--- config.mk ---
export PLATFORM = sky130hd
export DESIGN_NAME = junction_scheduler
export DESIGN_NICKNAME = d
export VERILOG_FILES = /design/src/rtl/junction_scheduler.sv
export SDC_FILE = /design/constraint.sdc
export NUM_CORES = 1
export LEC_CHECK = 0
export ABC_CLOCK_PERIOD_IN_PS = 4000
export CAP_MARGIN = 0
export CORE_MARGIN = 3
export CORE_UTILIZATION = 40
export DETAILED_ROUTE_END_ITERATION = 16
export GPL_ROUTABILITY_DRIVEN = 0
export SLEW_MARGIN = 20
export SYNTH_ARGS = -nofsm -noshare
export SYNTH_HDL_FRONTEND = slang
export SYNTH_SLANG_ARGS = --single-unit
--- constraint.sdc ---
create_clock -name clock -period 4 [get_ports clock]
set_input_delay 0.8 -clock clock [delete_from_list [all_inputs] [get_ports clock]]
set_output_delay 0.8 -clock clock [all_outputs]
set_load 0.01 [all_outputs]
--- src/rtl/junction_scheduler.sv ---
// Four-way junction phase scheduler: density-weighted round-robin
// green grants with emergency pre-emption and early termination.
module junction_scheduler #(
  parameter int T_LESS   = 4,
  parameter int T_MORE   = 8,
  parameter int T_FULL   = 12,
  parameter int T_MIN    = 2,
  parameter int T_YELLOW = 2,
  parameter int T_ALLRED = 1,
  parameter int CW       = 4
) (
  input  logic       clock,
  input  logic       clear,
  input  logic [2:0] S1,
  input  logic [2:0] S2,
  input  logic [2:0] S3,
  input  logic [2:0] S4,
  input  logic [3:0] E,
  output logic [1:0] T1,
  output logic [1:0] T2,
  output logic [1:0] T3,
  output logic [1:0] T4,
  output logic [3:0] T
);

  typedef enum logic [1:0] {
    ALL_RED,
    GREEN,
    YELLOW
  } state_t;

  typedef enum logic [1:0] {
    EMPTY,
    LESS,
    MORE,
    FULL
  } dens_t;

  localparam logic [1:0] L_RED = 2'b00;
  localparam logic [1:0] L_YEL = 2'b01;
  localparam logic [1:0] L_GRN = 2'b10;

  state_t        state, state_n;
  logic [CW-1:0] cnt, cnt_n;
  logic [CW-1:0] el, el_n;
  logic [1:0]    cur, cur_n;

  dens_t         d [4];
  logic          found;
  logic [1:0]    sel;
  logic [1:0]    idx;
  logic [3:0]    cur_oh;
  logic          hold;
  logic          pre;
  logic          early;
  logic [CW:0]   el_p1;
  logic [CW-1:0] el_inc;
  logic [1:0]    lt_n;
  logic [3:0]    oh_n;

  // Highest set bit wins, so non-canonical codes still decode.
  function automatic dens_t dec(input logic [2:0] s);
    dens_t r;
    r = EMPTY;
    priority case (1'b1)
      s[2]:    r = FULL;
      s[1]:    r = MORE;
      s[0]:    r = LESS;
      default: r = EMPTY;
    endcase
    return r;
  endfunction

  function automatic logic [CW-1:0] dur(input dens_t x);
    logic [CW-1:0] v;
    v = CW'(T_LESS);
    unique case (x)
      FULL:    v = CW'(T_FULL);
      MORE:    v = CW'(T_MORE);
      default: v = CW'(T_LESS);
    endcase
    return v;
  endfunction

  always_comb begin
    d[0] = dec(S1);
    d[1] = dec(S2);
    d[2] = dec(S3);
    d[3] = dec(S4);
  end

  always_comb begin
    found = 1'b0;
    sel   = cur;
    idx   = cur;
    if (|E) begin
      found = 1'b1;
      for (int i = 3; i >= 0; i--) begin
        if (E[i]) sel = 2'(i);
      end
    end else begin
      for (int k = 1; k <= 4; k++) begin
        idx = cur + 2'(k);
        if (!found && d[idx] != EMPTY) begin
          found = 1'b1;
          sel   = idx;
        end
      end
    end
  end

  always_comb begin
    cur_oh = 4'b0001 << cur;
    hold   = E[cur];
    el_p1  = {1'b0, el} + 1'b1;
    el_inc = (el == '1) ? el : el + 1'b1;
    pre    = (|(E & ~cur_oh)) && !hold;
    early  = (d[cur] == EMPTY) && !hold &&
             (el_p1 >= (CW+1)'(T_MIN));
  end

  always_comb begin
    state_n = state;
    cnt_n   = cnt;
    cur_n   = cur;
    el_n    = el;
    unique case (state)
      ALL_RED: begin
        if (cnt <= 1) begin
          if (found) begin
            state_n = GREEN;
            cnt_n   = dur(d[sel]);
            cur_n   = sel;
            el_n    = '0;
          end
        end else begin
          cnt_n = cnt - 1'b1;
        end
      end
      GREEN: begin
        // Emergency on the granted road freezes the countdown.
        if (hold) begin
          el_n = el_inc;
        end else if (pre || early || cnt <= 1) begin
          state_n = YELLOW;
          cnt_n   = CW'(T_YELLOW);
        end else begin
          cnt_n = cnt - 1'b1;
          el_n  = el_inc;
        end
      end
      YELLOW: begin
        if (cnt <= 1) begin
          state_n = ALL_RED;
          cnt_n   = CW'(T_ALLRED);
        end else begin
          cnt_n = cnt - 1'b1;
        end
      end
      default: begin
        state_n = ALL_RED;
        cnt_n   = CW'(T_ALLRED);
      end
    endcase
  end

  always_comb begin
    lt_n = L_RED;
    oh_n = 4'b0000;
    if (state_n == GREEN) begin
      lt_n = L_GRN;
      oh_n = 4'b0001 << cur_n;
    end else if (state_n == YELLOW) begin
      lt_n = L_YEL;
      oh_n = 4'b0001 << cur_n;
    end
  end

  always_ff @(posedge clock or negedge clear) begin
    if (!clear) begin
      state <= ALL_RED;
      cnt   <= CW'(T_ALLRED);
      cur   <= 2'd3;
      el    <= '0;
      T     <= 4'b0000;
      T1    <= L_RED;
      T2    <= L_RED;
      T3    <= L_RED;
      T4    <= L_RED;
    end else begin
      state <= state_n;
      cnt   <= cnt_n;
      cur   <= cur_n;
      el    <= el_n;
      T     <= oh_n;
      T1    <= oh_n[0] ? lt_n : L_RED;
      T2    <= oh_n[1] ? lt_n : L_RED;
      T3    <= oh_n[2] ? lt_n : L_RED;
      T4    <= oh_n[3] ? lt_n : L_RED;
    end
  end

endmodule

==> impl_metrics.tcl, run 1 <==
set metrics [dict create \
    tightest_slew_ns 0.6845 \
    worst_path_max_delay_cell "a311oi_2" \
    drive_gt1_share_pct 13.95 \
    clock_power_share_pct 15.9 \
    pre_cts_slack_ns 0.7726 \
    cts_root_buf "clkbuf_8" \
    ant_nets 0 \
    crit_path_max_incr_delay_ns 0.58 \
    cts_hold_buf 0 \
    cp-start-kind "primary input" \
    viasPerCell 5.442 \
    ctsResizeCount 0 \
    min_path_type "in -> async" \
    critical_path_buf_inv_count 1 \
    grt_max_degree 25 \
    avgSynthCellArea_um2 9.364 \
    vdd_ir_drop_max_v 0.0001998 \
    dp.cells 261 \
    final-instance-count-excl-fill 265 \
    reg2reg_from "cnt[0]" \
    fin_skew_ns 0.005720 \
    endpoint "cnt[2]" \
    dpl.hpwl_um 2998 \
    rows 23 \
    seqPwrFrac_pct 31.2 \
    routedWlPerCell_um 14.05 \
    synthTopCellsByArea "dfrtp_1 31%, ha_1 5.8%, nor2_1 5.7%" \
    syn-num-nets 210 \
    antenna_found_initial 0 \
    cts_tree "built" \
    worstSetupPathDepth 8 \
    internal_power_uw 781.5 \
    synth_common_cells "26 x nor2_1, 21 x dfrtp_1, 15 x nand2_1, 11 x inv_1, 10 x nor2b_1" \
    rsz0062_at_grt "false" \
    cts_buffer_depth 2 \
    die_x_um 71.63 \
    ios 30 \
    pwr-share-comb_pct 52.9 \
    critical_path_class "in -> reg" \
    crit_arrival_ns 3.12 \
    swShare_pct 42.13 \
    io_buffer_count 29 \
    status "complete, no violations" \
    fp.dieH_um 71.63 \
    slew_headroom_pct 53.99 \
    rr_worst_depth 8 \
    layout_setup_ws_ns 1.059 \
    synth_edf_count 0 \
    grt_pass1_vias 1443 \
    drc 0 \
    synth_top_area_share_pct 30.50 \
    fp.coreArea_mm2 0.004086 \
    post_cts_buffers 0 \
    htree_num_levels 1 \
    path_cells "clkdlybuf4s50_1, or3_4, mux2i_1, a31oi_1, a311oi_2, mux2i_1, mux2i_1, a211oi_1" \
    slew_viol_final 0 \
    grt_usage_pct 15.78 \
    layout_min_cycle_time_ns 2.941 \
    die_area_mm2 0.005131 \
    cp_common_cell "mux2i_1" \
    switchingPower_uw 569.0 \
    yosysTopAreaCell "dfrtp_1" \
    rr_endpoint "T2[0]" \
    path_delay_family "compound AO/OA/AOI/OAI gates" \
    vias 1442 \
    required_ns 4.18 \
    worstSetupEndpointType "flip-flop" \
    leakage_nw 0.8881 \
    clock_latency_ns 0.27 \
    hold_ws_ns 0.4978 \
    routed_wl_um 3722 \
    area_growth_pct 23.82 \
    firstDrtPassIters 4 \
    overflow 0 \
    clock_sinks 24 \
    critPathMaxFanout 5 \
    synthCells 184 \
    synth-seq-cells 24 \
    synth_ff_type "dfrtp_1" \
    clkTransAtPathRegs_ns 0.09 \
    grt_pass1_wl_um 6513 \
    fin_tns_setup_ns 0 \
    drt_iter0_drc 112 \
    setup_viol_count_final 0 \
    initial_core_util_pct 42.16 \
    finalHoldViolations 0 \
    maxCapViolCount 0 \
    synthArstFlopShare_pct 100.0 \
    max_freq_mhz 340.0 \
    startpoint "S1[1]" \
    regToRegSetupSlack_ns 1.41 \
    synth.most_common_cell "nor2_1" \
    layout.nets 242 \
    syn_area_mm2 0.001723 \
    antennaDiodeCount 0 \
    ys_types 49 \
    fin_crit_sh_pct 73.53 \
    ys_seq_area_share_pct 35.08 \
    ys.warnings.count 0 \
    numCtsBuffers 3 \
    power_density_mw_per_mm2 633.1 \
]
==> layout by cell type, fill, tap and decap left out, types with 2 or more instances in the layout <==
cell	netlist	routed
nand4_1	3	3
or3_1	2	2
inv_1	11	11
a21oi_1	8	8
dfstp_2	3	3
dfrtp_1	21	21
clkbuf_8	0	3
o211ai_1	3	3
or2_2	2	2
ha_1	8	8
nand2_1	15	15
nor3_1	7	7
mux2i_1	9	9
clkdlybuf4s50_1	0	28
a21o_1	2	2
nand2b_1	2	2
nor2_2	2	2
o21a_1	3	3
o22ai_1	4	4
nor2_1	26	26
nor2b_1	10	10
nand3_1	3	3
or3_4	4	4
inv_2	2	2
o21ai_0	5	5
nor4_2	2	2
mux4_2	3	3
==> metal layers <==
metal | up-vias | track usage (%) | routed length [um] | share of wire (%)
met5 | - | 0 | 0 | 0
met4 | 0 | 4.802 | 41 | 1.1
met3 | 4 | 2.945 | 119 | 3.2
met2 | 31 | 25.92 | 1783 | 48
met1 | 683 | 21.13 | 1777 | 48
li1 | 724 | - | - | -
==> how the worst min path moves through the flow <==
stage                   to  slack (ns)    from
detailed placement  cnt[1]        0.51  cnt[1]
CTS                 cnt[1]        0.53  cnt[1]
global route         T2[0]        0.53   clear
floorplan           cnt[1]        0.46  cnt[1]
global placement    cnt[1]        0.49  cnt[1]
finish                T[1]        0.50   clear
==> sequential cells by signal, summed over array words and instances (netlist names) <==
name,flops
cur,2
T,4
T4,2
cnt,4
T2,2
T3,2
T1,2
state,2
el,4
==> per-stage QoR <==
step                      utilization [%]  power [mW]  instance area (um^2)
after CTS                           52.33       1.360                  2138
after detailed placement            50.58       1.140                  2067
after floorplan                         -      0.9238                  1723
after global routing                52.20       1.464                  2133
after global placement              50.58       1.134                  2067
final                               52.20       1.351                  2133
==> power groups by stage <==
stage          clock network [mW]  logic (mW)  registers (mW)
2_1_floorplan                   0       0.516           0.408
3_3_place_gp                    0       0.711           0.423
3_5_place_dp                    0       0.715           0.425
4_1_cts                     0.221       0.717           0.421
5_1_grt                     0.231       0.798           0.436
6_report                    0.215       0.714           0.422
==> cell families after synthesis <==
family | synth area share, %
and+or+nand+nor | 27.01
buffers and inverters | 3.340
adders and majority gates | 5.810
muxes | 9.150
DFF | 35.08
AOI/OAI and AO/OA | 19.61
==> area by class of cell <==
class                   instances  area, um^2
repair buffers                 29       285.3
multi-input cells             145        1061
flip-flops and latches         24       604.3
clock inverters                 1       30.03
clock buffers                   3       41.29
well taps                      50       62.56
inverters                      13       48.80
fillers                       392        1953
==> worst register-to-register path, delay by kind of cell, from the launching register on <==
family | cells | cell delay, ns
adders and majority gates | 1 | 0.16
and+or+nand+nor | 4 | 0.80
buffers and inverters | 1 | 0.12
AOI/OAI and AO/OA | 2 | 0.82
DFF | 1 | 0.57
Power figures use the tool's default switching activity.
==> run 2: changes to the inputs <==
- ABC_CLOCK_PERIOD_IN_PS: 4000 -> 2900
- clock period: 4 -> 2.9 ns (I/O delays scaled with it)
==> run 2 against run 1 <==
- worst hold slack better by 0.036 ns
- die area stayed put
- utilization up 3.1 points
- wire length grew 8.9%
- clock skew is 0.0043 ns lower
- first-iteration DRC count shrank 28%
- global-route usage rose by 1.1 points
- final cell count grew 6.0%
==> impl_metrics.tcl, run 2 (synthesis results as in run 1) <==
set metrics [dict create \
    critical_path_class "in -> reg" \
    multi_input_area_mm2 0.001061 \
    layout.nets 258 \
    die_x_um 71.63 \
    fp.coreArea_mm2 0.004086 \
    fin_skew_ns 0.001374 \
    cts_tree "built" \
    maxCapViolCount 0 \
    dp.cells 277 \
    post_cts_buffers 0 \
    htree_num_levels 1 \
    die_area_mm2 0.005131 \
    required_ns 3.05 \
    rows 23 \
    utilization_pct 55.27 \
    finalHoldViolations 0 \
    firstDrtPassIters 4 \
    setup_viol_count_final 0 \
    slew_viol_final 0 \
    crit_arrival_ns 2.81 \
    viasPerCell 5.459 \
    slew_headroom_pct 63.00 \
    crit_path_max_incr_delay_ns 0.50 \
    drt_iter0_drc 81 \
    n_fill_cell 390 \
    area_growth_pct 31.08 \
    max_freq_mhz 376.8 \
    fp.dieH_um 71.63 \
    path_cells "clkdlybuf4s50_1, or3_4, mux4_2, a21o_4, a31oi_4, nor4b_1, a311oi_1, o21ai_1" \
    overflow 0 \
    cts_buffer_depth 2 \
    holdPathStages 2 \
    antenna_found_initial 0 \
    ios 30 \
    status "complete, no violations" \
    tightest_slew_ns 0.5504 \
    power_density_mw_per_mm2 843.7 \
    min_path_type "reg -> reg" \
    routed_wl_um 4052 \
    ctsResizeCount 0 \
    clock_sinks 24 \
    final_common_cell "clkdlybuf4s50_1" \
    antennaDiodeCount 0 \
    p_total_mw 1.905 \
    cts_hold_buf 0 \
    leakage_nw 0.9664 \
    clock_latency_ns 0.27 \
    cts_root_buf "clkbuf_8" \
    fin_area_mm2 0.002258 \
    critPathMaxFanout 5 \
    grt_usage_pct 16.85 \
    io_buffer_count 29 \
    grt_max_degree 25 \
    routedWlPerCell_um 14.42 \
    drc 0 \
    hold_ws_ns 0.5333 \
    dpl.hpwl_um 3225 \
    numCtsBuffers 3 \
    final-instance-count-excl-fill 281 \
    clkTransAtPathRegs_ns 0.09 \
    dpl_cell_area_mm2 0.002187 \
    vias 1534 \
    ff_latch_area_um2 604.3 \
    worstSetupEndpointType "flip-flop" \
    rsz0062_at_grt "false" \
    ant_nets 0 \
    final_cell_mix "29 x clkdlybuf4s50_1, 26 x nor2_1, 21 x dfrtp_1" \
    initial_core_util_pct 42.16 \
    rr_worst_depth 8 \
    drive_gt1_share_pct 19.48 \
    vdd_ir_drop_max_v 0.0003279 \
    largestRegisters "T: 4 flops, cnt: 4 flops, el: 4 flops" \
    fin_crit_sh_pct 91.52 \
    grt_pass1_vias 1545 \
    layout_min_cycle_time_ns 2.654 \
    grt_pass1_wl_um 7113 \
    cp-start-kind "primary input" \
    worst_path_max_delay_cell "mux4_2" \
]
==> run 2: final cells by class <==
cell class,instances,area share [%]
tap,50,2.770
multi-input combinational,145,46.98
clock buffer,3,1.828
clock inverter,1,1.330
timing repair buffer,45,18.17
sequential,24,26.76
inverter,13,2.161
==> run 2: report_power, final <==
part | internal, mW | leakage, nW | total [mW] | switching (mW)
Clock | 0.185 | 0.0357 | 0.295 | 0.110
Combinational | 0.463 | 0.616 | 1.03 | 0.563
Sequential | 0.459 | 0.314 | 0.585 | 0.125
==> run 2: routing by layer <==
| layer | track usage (%) | share of wire (%) | wire (um) | up-vias |
|---|---|---|---|---|
| met5 | 0 | 0 | 0 | - |
| met4 | 2.714 | 0.44 | 18 | 0 |
| met3 | 1.964 | 3.8 | 155 | 2 |
| met2 | 28.16 | 48 | 1962 | 38 |
| met1 | 23.86 | 47 | 1916 | 735 |
| li1 | - | - | - | 759 |
==> run 2: worst paths after layout <==
path | from | to | slack (ns)
worst min-delay path | cnt[1] | cnt[1] | 0.53
worst max-delay path | S1[0] | el[2] | 0.25
worst max register to register | cnt[0] | T2[0] | 0.31
min in group asynchronous | clear | cnt[3] | 0.66
max in group asynchronous | clear | cur[0] | 1.95
worst min register to register | cnt[1] | cnt[1] | 0.53
==> run 2: worst max-delay path: cells and delay by family <==
family                 cells  cell delay, ns
and+or+nand+nor            2            0.53
muxes                      1            0.50
AOI/OAI and AO/OA          4            0.78
buffers and inverters      1            0.42
==> run 2: metrics by stage <==
step                      TNS (ns)  worst slack [ns]
after floorplan                  0            0.5379
after global placement           0           0.01419
after detailed placement  -0.02178          -0.02178
after CTS                        0            0.2409
after global routing             0           0.09665
final                            0            0.2460
